===== src/rtl/geofence_host.sv =====
`default_nettype none
// ============================================================================
//  Module   : geofence_host
//  Purpose  : Host-side driver for the geofence checker. Buffers incoming
//             (X, Y, R) points, streams them as fixed-size objects onto the
//             checker's capture slots, owns the checker reset and reports
//             each verdict (or a missing verdict) as a numbered result.
//  Revision : 1.0 - initial release
// ============================================================================
module geofence_host #(
  parameter int NPTS    = 6,
  parameter int DEPTH   = 12,
  parameter int TIMEOUT = 64,
  parameter int IDXW    = 8
) (
  input  logic            clk,
  input  logic            reset,
  input  logic            enable,
  input  logic            pt_valid,
  output logic            pt_ready,
  input  logic [9:0]      pt_x,
  input  logic [9:0]      pt_y,
  input  logic [10:0]     pt_r,
  output logic            geo_reset,
  output logic [9:0]      geo_x,
  output logic [9:0]      geo_y,
  output logic [10:0]     geo_r,
  input  logic            geo_valid,
  input  logic            geo_inside,
  output logic            res_valid,
  output logic            res_inside,
  output logic            res_err,
  output logic [IDXW-1:0] res_idx,
  output logic            busy
);

  localparam int PW = 31;
  localparam int AW = (DEPTH > 1) ? $clog2(DEPTH) : 1;
  localparam int CW = $clog2(DEPTH + 1);
  localparam int SW = $clog2(NPTS + 1);
  localparam int TW = (TIMEOUT > 1) ? $clog2(TIMEOUT) : 1;

  localparam logic [1:0] S_HOLD = 2'd0;
  localparam logic [1:0] S_SEND = 2'd1;
  localparam logic [1:0] S_WAIT = 2'd2;

  localparam logic [CW-1:0] DEPTH_C  = CW'(DEPTH);
  localparam logic [CW-1:0] NPTS_C   = CW'(NPTS);
  localparam logic [SW-1:0] LAST_PT  = SW'(NPTS - 1);
  localparam logic [TW-1:0] LAST_TIC = TW'(TIMEOUT - 1);
  localparam logic [AW-1:0] LAST_ADR = AW'(DEPTH - 1);

  logic [1:0]      state;
  logic [1:0]      next_state;
  logic [PW-1:0]   mem [DEPTH];
  logic [AW-1:0]   wr_ptr;
  logic [AW-1:0]   rd_ptr;
  logic [CW-1:0]   count;
  logic [SW-1:0]   pidx;
  logic [TW-1:0]   timer;
  logic [IDXW-1:0] idx;
  logic [PW-1:0]   head;
  logic            push;
  logic            load;
  logic            start_ok;
  logic            verdict;
  logic            timed_out;
  logic            to_hold;

  assign pt_ready = (count < DEPTH_C);
  assign push     = pt_valid && pt_ready;
  assign head     = mem[rd_ptr];

  // Point storage; contents need no reset because the pointers define validity.
  always_ff @(posedge clk) begin
    if (push) mem[wr_ptr] <= {pt_x, pt_y, pt_r};
  end

  // FIFO pointers and occupancy; a pop is exactly a load onto the checker bus.
  always_ff @(posedge clk) begin
    if (reset) begin
      wr_ptr <= '0;
      rd_ptr <= '0;
      count  <= '0;
    end else begin
      if (push) wr_ptr <= (wr_ptr == LAST_ADR) ? '0 : wr_ptr + 1'b1;
      if (load) rd_ptr <= (rd_ptr == LAST_ADR) ? '0 : rd_ptr + 1'b1;
      case ({push, load})
        2'b10:   count <= count + 1'b1;
        2'b01:   count <= count - 1'b1;
        default: count <= count;
      endcase
    end
  end

  // State register.
  always_ff @(posedge clk) begin
    if (reset) state <= S_HOLD;
    else       state <= next_state;
  end

  // Next-state logic; an object only starts once all its points are buffered.
  always_comb begin
    next_state = state;
    case (state)
      S_HOLD: if (start_ok) next_state = S_SEND;
      S_SEND: if (pidx == LAST_PT) next_state = S_WAIT;
      S_WAIT: begin
        if (verdict)        next_state = start_ok ? S_SEND : S_HOLD;
        else if (timed_out) next_state = S_HOLD;
      end
      default: next_state = S_HOLD;
    endcase
  end

  // Per-state control decode: bus loads, verdict capture, timeout, busy.
  always_comb begin
    start_ok  = enable && (count >= NPTS_C);
    load      = 1'b0;
    verdict   = 1'b0;
    timed_out = 1'b0;
    busy      = 1'b0;
    case (state)
      S_HOLD: load = start_ok;
      S_SEND: begin
        load = 1'b1;
        busy = 1'b1;
      end
      S_WAIT: begin
        busy      = 1'b1;
        verdict   = geo_valid;
        timed_out = !geo_valid && (timer == LAST_TIC);
        load      = geo_valid && start_ok;
      end
      default: ;
    endcase
    to_hold = timed_out || (verdict && !start_ok);
  end

  // Checker bus, checker reset, point/timer counters and the result stream.
  always_ff @(posedge clk) begin
    if (reset) begin
      geo_reset  <= 1'b1;
      geo_x      <= '0;
      geo_y      <= '0;
      geo_r      <= '0;
      res_valid  <= 1'b0;
      res_inside <= 1'b0;
      res_err    <= 1'b0;
      res_idx    <= '0;
      idx        <= '0;
      pidx       <= '0;
      timer      <= '0;
    end else begin
      res_valid <= verdict || timed_out;
      if (verdict) begin
        res_inside <= geo_inside;
        res_err    <= 1'b0;
        res_idx    <= idx;
        idx        <= idx + 1'b1;
      end else if (timed_out) begin
        res_inside <= 1'b0;
        res_err    <= 1'b1;
        res_idx    <= idx;
        idx        <= idx + 1'b1;
      end

      // Back-to-back objects reload point 0 without pulsing the checker reset.
      if (load) begin
        {geo_x, geo_y, geo_r} <= head;
        geo_reset             <= 1'b0;
      end else if (to_hold) begin
        geo_x     <= '0;
        geo_y     <= '0;
        geo_r     <= '0;
        geo_reset <= 1'b1;
      end

      if (load) pidx <= (state == S_SEND) ? pidx + 1'b1 : SW'(1);

      // Timer is held at zero while sending so it starts fresh on WAIT entry.
      if (state == S_SEND)      timer <= '0;
      else if (state == S_WAIT) timer <= timer + 1'b1;
    end
  end

endmodule
`default_nettype wire


===== config.mk =====
export PLATFORM = sky130hd
export DESIGN_NAME = geofence_host
export DESIGN_NICKNAME = d
export VERILOG_FILES = /design/src/rtl/geofence_host.sv
export SDC_FILE = /design/constraint.sdc
export NUM_CORES = 1
export LEC_CHECK = 0
export ABC_AREA = 1
export BUFFER_PORTS_ARGS = -buffer_cell sky130_fd_sc_hd__buf_2
export CAP_MARGIN = 20
export CORE_MARGIN = 2
export CORE_UTILIZATION = 61
export CTS_CLUSTER_DIAMETER = 80
export CTS_CLUSTER_SIZE = 24
export DETAILED_ROUTE_END_ITERATION = 12
export PLACE_DENSITY = 0.76
export SKIP_LAST_GASP = 1
export SYNTH_ARGS = -nofsm -noshare
export SYNTH_HDL_FRONTEND = slang
export SYNTH_SLANG_ARGS = --single-unit

===== constraint.sdc =====
create_clock -name clk -period 4.95 [get_ports clk]
set_clock_uncertainty 0.1 [all_clocks]
set_input_delay 0.7425 -clock clk [delete_from_list [all_inputs] [get_ports clk]]
set_output_delay 0.7425 -clock clk [all_outputs]
set_load 0.02 [all_outputs]

==> results of run 1 <==
through the flow:
step                      instance area [µm²]  util (%)  total power [mW]
after floorplan                         18820         -             5.169
after global placement                  19360     63.45             5.379
after detailed placement                19410     63.63             5.413
after CTS                               20060     65.76             7.362
after global routing                    20110     65.92             7.637
final                                   20110     65.92             7.328
synthesized netlist by cell type (2+ instances only):
library cell,number,area [µm²]
buf_2,35,175.2
nor2_1,26,97.59
a21oi_2,4,35.03
clkinv_1,23,86.33
ha_1,16,200.2
dfxtp_1,78,1562
inv_2,2,7.510
nor2_4,3,33.78
nand2_1,500,1877
edfxtp_1,372,11170
a21oi_1,60,300.3
nand3_1,352,1762
buf_6,18,202.7
nand2_2,5,31.28
buf_4,16,120.1
clkbuf_1,18,67.56
buf_1,5,18.77
nand2_4,2,22.52
o21ai_0,16,80.08
nand4_1,5,31.28
xor2_1,6,52.55
inv_1,181,679.4
nor3_1,15,75.07
worst max-delay path: cells and delay by family, from the launching register on:
| kind | cells | cell delay, ns |
|---|---|---|
| compound gates | 3 | 0.43 |
| xor+xnor | 1 | 0.09 |
| fa+ha+maj | 3 | 0.88 |
| buf+inv | 3 | 0.20 |
| flops | 1 | 0.35 |
| simple gates | 5 | 0.80 |
routing by layer:
layer	global-route usage, %	part of all wire (%)	vias up
li1	-	-	5982
met1	34.61	42	5897
met2	40.58	48	486
met3	2.593	7.6	53
met4	6.407	1.9	2
met5	0	0.041	-
final cells by class:
cell class,count,share of cell area [%]
flip-flops and latches,450,63.35
multi-input cells,1021,23.69
inverters,207,3.876
repair buffers,108,3.385
clock buffers,39,3.210
well taps,396,2.464
clock inverters,1,0.02489
cell families after synthesis:
logic type	Yosys count	share of synthesized area [%]
AND/OR/NAND/NOR	913	21.15
flip-flops	450	67.67
buffers and inverters	301	7.368
AO/OA/AOI/OAI	85	2.421
adder cells (fa/ha/maj)	16	1.064
XOR/XNOR	7	0.3258
worst max path at each step:
stage | startpoint | endpoint | depth (start not counted)
6_report | state[0] | count[2] | 15
5_1_grt | state[0] | count[2] | 14
4_1_cts | state[0] | count[2] | 15
3_5_place_dp | pt_valid | mem[7][23] | 5
3_3_place_gp | pt_valid | mem[7][17] | 5
2_1_floorplan | pt_valid | mem[10][0] | 3
power breakdown:
part | internal [mW] | leakage [nW] | total [mW] | switching, mW
registers | 4.21 | 4.00 | 4.30 | 0.0895
clock network | 0.894 | 0.312 | 2.00 | 1.11
logic | 0.298 | 3.45 | 1.03 | 0.735
state kept, by name, summed over array words and instances (netlist names), named ones only:
signal,cells
geo_y,10
state,2
geo_x,10
res_err,1
wr_ptr,4
geo_reset,1
res_inside,1
mem,372
pidx,3
timer,6
res_idx,8
idx,8
res_valid,1
rd_ptr,4
geo_r,11
count,4
==> impl_metrics.env, run 1 <==
export IMPL_worstHoldPathCells=3
export IMPL_cts_setup_buffers=0
export IMPL_ys_flop_type="edfxtp_1"
export IMPL_tns_ns=0
export IMPL_drv_slew=0
export IMPL_hold_start="geo_inside"
export IMPL_finalHoldViolCount=0
export IMPL_n_antenna_cell=0
export IMPL_path_cells="inv_1 -> ha_1 -> nand2_4 -> a21oi_1 -> nand2_1 -> nand2_4 -> ha_1 -> nand2_1 -> inv_1 -> nor2_1 -> ha_1 -> a21oi_1 -> xnor2_1 -> o21ai_0 -> inv_1"
export IMPL_clock_latency_ns=0.55
export IMPL_place_hpwl_um=21310
export IMPL_worst_pin_slew_ns=0.8757
export IMPL_p_leak_nw=7.758
export IMPL_fmax_ghz=0.3390
export IMPL_synth_area_um2=18820
export IMPL_nets=1863
export IMPL_syn_nets=1825
export IMPL_wl_per_cell_um=17.69
export IMPL_clock_sinks=450
export IMPL_ys_warn_count=0
export IMPL_viasPerCell=5.590
export IMPL_numCtsBuffers=22
export IMPL_drc=0
export IMPL_fp_dieW_um=179.6
export IMPL_cts_hold_buf=0
export IMPL_setup_ws_ns=2.000
export IMPL_grt_overflow_total=0
export IMPL_clockBufferDepth=3
export IMPL_layout_cells_non_filler=2222
export IMPL_ys_async_sr_fraction_pct=0
export IMPL_grt_pass1_vias=11770
export IMPL_ys_seq_area_share_pct=67.67
export IMPL_period_needed_ns=2.950
export IMPL_maxCapViolCount=0
export IMPL_crit_required_ns=5.30
export IMPL_slew_headroom_pct=41.62
export IMPL_power_density_nw_per_um2=364.4
export IMPL_reg2regPathDepth=15
export IMPL_nFillCells=2282
export IMPL_rsz0062_at_grt="no"
export IMPL_grt_use_total_pct=24.33
export IMPL_worstPathMaxFanout=42
export IMPL_min_to="res_inside"
export IMPL_final_period_utilization_pct=59.60
export IMPL_final_cell_mix="nand2_1, edfxtp_1, nand3_1, inv_1, buf_2"
export IMPL_core_um2=30510
export IMPL_rrSetupSlack_ns=2.00
export IMPL_root_buffer="clkbuf_16"
export IMPL_cts_max_level=1
export IMPL_cp_start_kind="register"
export IMPL_grt_max_degree=83
export IMPL_tritoncts="built"
export IMPL_detail_route_antenna_nets=0
export IMPL_layout_commonest_cell="nand2_1"
export IMPL_ys_seq_elements=450
export IMPL_avgSynthCellArea_um2=10.62
export IMPL_num_rows=64
export IMPL_cpPeakStageDelay_ns=0.46
export IMPL_num_vias=12420
export IMPL_first_pass_iters=5
export IMPL_start_util_pct=61.67
export IMPL_timing_rr_end="count[2]"
export IMPL_whs_ns=0.3417
export IMPL_clkTransAtPathRegs_ns=0.09
export IMPL_die_y_um=179.6
export IMPL_r2r_start="state[0]"
export IMPL_cp_end_kind="register"
export IMPL_syn_inst=1772
export IMPL_synth_cell_type_count=37
export IMPL_post_place_ws_ns=1.852
export IMPL_initialDrtViolationCount=1190
export IMPL_antenna_found_initial=1
export IMPL_setup_viol=0
export IMPL_hold_class="primary input to register"
export IMPL_multiInputGateArea_um2=4765
export IMPL_irDropWorstVdd_mv=0.2314
export IMPL_seqCellArea_um2=12740
export IMPL_dp_cells=2180
export IMPL_port_buffer_count=81
export IMPL_dieArea_um2=32270
export IMPL_synth_edff_count=372
export IMPL_ioPinCount=82
export IMPL_drive_gt1_share_pct=9.255
export IMPL_place_gp_congestion=0.8090
export IMPL_cp_slowest_cell="nand2_4"
export IMPL_critPathKind="register to register"
export IMPL_grt_pass1_wl_um=63000
export IMPL_status="finished, final reports clean"
export IMPL_cts_repair_resized=0
export IMPL_area_delta_synth_final_pct=6.882
export IMPL_wl_um=39310
export IMPL_cp_arrival_ns=3.30
Note: power is estimated with default switching activity, not from simulation.
==> run 2: changes to the inputs <==
==> constraint.sdc (replaced) <==
create_clock -name clk -period 2.88 [get_ports clk]
set_clock_uncertainty 0.1 [all_clocks]
set_input_delay 0.432 -clock clk [delete_from_list [all_inputs] [get_ports clk]]
set_output_delay 0.432 -clock clk [all_outputs]
set_load 0.02 [all_outputs]
==> impl_metrics.env, run 2 (synthesis gave the netlist of run 1 again) <==
export IMPL_largest_reg_flops=372
export IMPL_irDropWorstVdd_mv=0.6399
export IMPL_post_place_ws_ns=0.4605
export IMPL_timing_rr_end="count[2]"
export IMPL_clock_sinks=450
export IMPL_core_um2=30510
export IMPL_grt_overflow_total=0
export IMPL_cts_setup_buffers=0
export IMPL_die_y_um=179.6
export IMPL_wl_per_cell_um=18.82
export IMPL_wl_um=42090
export IMPL_drv_slew=0
export IMPL_finalHoldViolCount=0
export IMPL_clkTransAtPathRegs_ns=0.10
export IMPL_setup_ws_ns=0.3973
export IMPL_reg2regPathDepth=15
export IMPL_crit_path_start="state[0]"
export IMPL_top_regs="mem (372), geo_r (11)"
export IMPL_fmax_ghz=0.4028
export IMPL_p_leak_nw=7.887
export IMPL_place_gp_congestion=0.7900
export IMPL_globalRouteMet2Util_pct=43.48
export IMPL_nFillCells=2241
export IMPL_cp_arrival_ns=2.83
export IMPL_initialDrtViolationCount=1358
export IMPL_tritoncts="built"
export IMPL_antenna_found_initial=4
export IMPL_place_hpwl_um=23100
export IMPL_num_rows=64
export IMPL_grt_busiest_layer="met2"
export IMPL_cp_end_kind="register"
export IMPL_rrSetupSlack_ns=0.40
export IMPL_status="finished, final reports clean"
export IMPL_whs_ns=0.02900
export IMPL_layout_cells_non_filler=2236
export IMPL_nets=1876
export IMPL_dieArea_um2=32270
export IMPL_power_density_nw_per_um2=635.6
export IMPL_crit_required_ns=3.23
export IMPL_clockBufferDepth=3
export IMPL_placedInstanceArea_um2=19620
export IMPL_period_needed_ns=2.483
export IMPL_grt_use_met3_pct=3.363
export IMPL_final_area_um2=20350
export IMPL_tns_ns=0
export IMPL_grt_pass1_vias=12020
export IMPL_first_pass_iters=5
export IMPL_drive_gt1_share_pct=10.17
export IMPL_cts_max_level=1
export IMPL_root_buffer="clkbuf_16"
export IMPL_rsz0062_at_grt="no"
export IMPL_cts_hold_buf=0
export IMPL_power_mw=12.93
export IMPL_worst_pin_slew_ns=0.7396
export IMPL_grt_pass1_wl_um=64870
export IMPL_cp_start_kind="register"
export IMPL_critPathCapture="count[2]"
export IMPL_dp_cells=2194
export IMPL_maxCapViolCount=0
export IMPL_fp_dieW_um=179.6
export IMPL_area_delta_synth_final_pct=8.139
export IMPL_worstPathMaxFanout=9
export IMPL_largest_register="mem"
export IMPL_use_met1_pct=34.62
export IMPL_drc=0
export IMPL_hold_class="primary input to register"
export IMPL_setup_viol=0
export IMPL_viasPerCell=5.694
export IMPL_clock_latency_ns=0.56
export IMPL_cts_repair_resized=0
export IMPL_grt_max_degree=155
export IMPL_final_period_utilization_pct=86.21
export IMPL_critPathKind="register to register"
export IMPL_detail_route_antenna_nets=0
export IMPL_slew_headroom_pct=50.69
export IMPL_port_buffer_count=81
export IMPL_grt_use_total_pct=25.71
export IMPL_final_cell_mix="nand2_1, edfxtp_1, nand3_1, inv_1, buf_2"
export IMPL_start_util_pct=61.67
export IMPL_layout_commonest_cell="nand2_1"
export IMPL_numCtsBuffers=23
export IMPL_num_vias=12730
export IMPL_fin_util_pct=66.69
export IMPL_ioPinCount=82
export IMPL_r2r_start="state[0]"
## run 2: cell type report
cell class	count	area, µm²	share of cell area, %
timing repair buffer	120	835.8	4.108
clock buffer	34	626.9	3.081
sequential	450	12740	62.61
clock inverter	7	96.34	0.4735
antenna	1	2.502	0.01230
inverter	207	779.5	3.831
multi-input combinational	1021	4771	23.45
tap	396	495.5	2.435
## run 2: worst min-delay path by stage
stage | start | to | slack (ns) | cells past startpoint
3_3_place_gp | res_idx[2] | res_idx[2] | 0.35 | 2
2_1_floorplan | idx[6] | idx[6] | 0.34 | 2
3_5_place_dp | res_inside | res_inside | 0.35 | 2
6_report | geo_inside | res_inside | 0.03 | 3
4_1_cts | geo_inside | res_inside | 0.01 | 3
5_1_grt | geo_inside | res_inside | 0.04 | 3
## run 2: worst max-delay path, stage by stage, from the launching register on
cell	delay, ns
dfxtp_1	0.35
inv_1	0.10
ha_1	0.36
nand2_4	0.09
a21oi_1	0.15
nand2_1	0.10
nand2_4	0.08
ha_1	0.20
nand2_1	0.09
inv_1	0.06
nor2_1	0.06
ha_1	0.18
a21oi_1	0.16
xnor2_1	0.10
o21ai_0	0.14
inv_1	0.06
## run 2: power by group
group          switching (mW)  internal, mW
Clock                    1.97          1.72
Sequential              0.122          7.23
Combinational            1.33         0.568
Total                    3.42          9.52
## run 2: metal layers
layer / wire, µm / vias up
li1: - / 6006
met1: 16300 / 6041
met2: 20710 / 582
met3: 3855 / 99
met4: 1198 / 4
met5: 21 / -
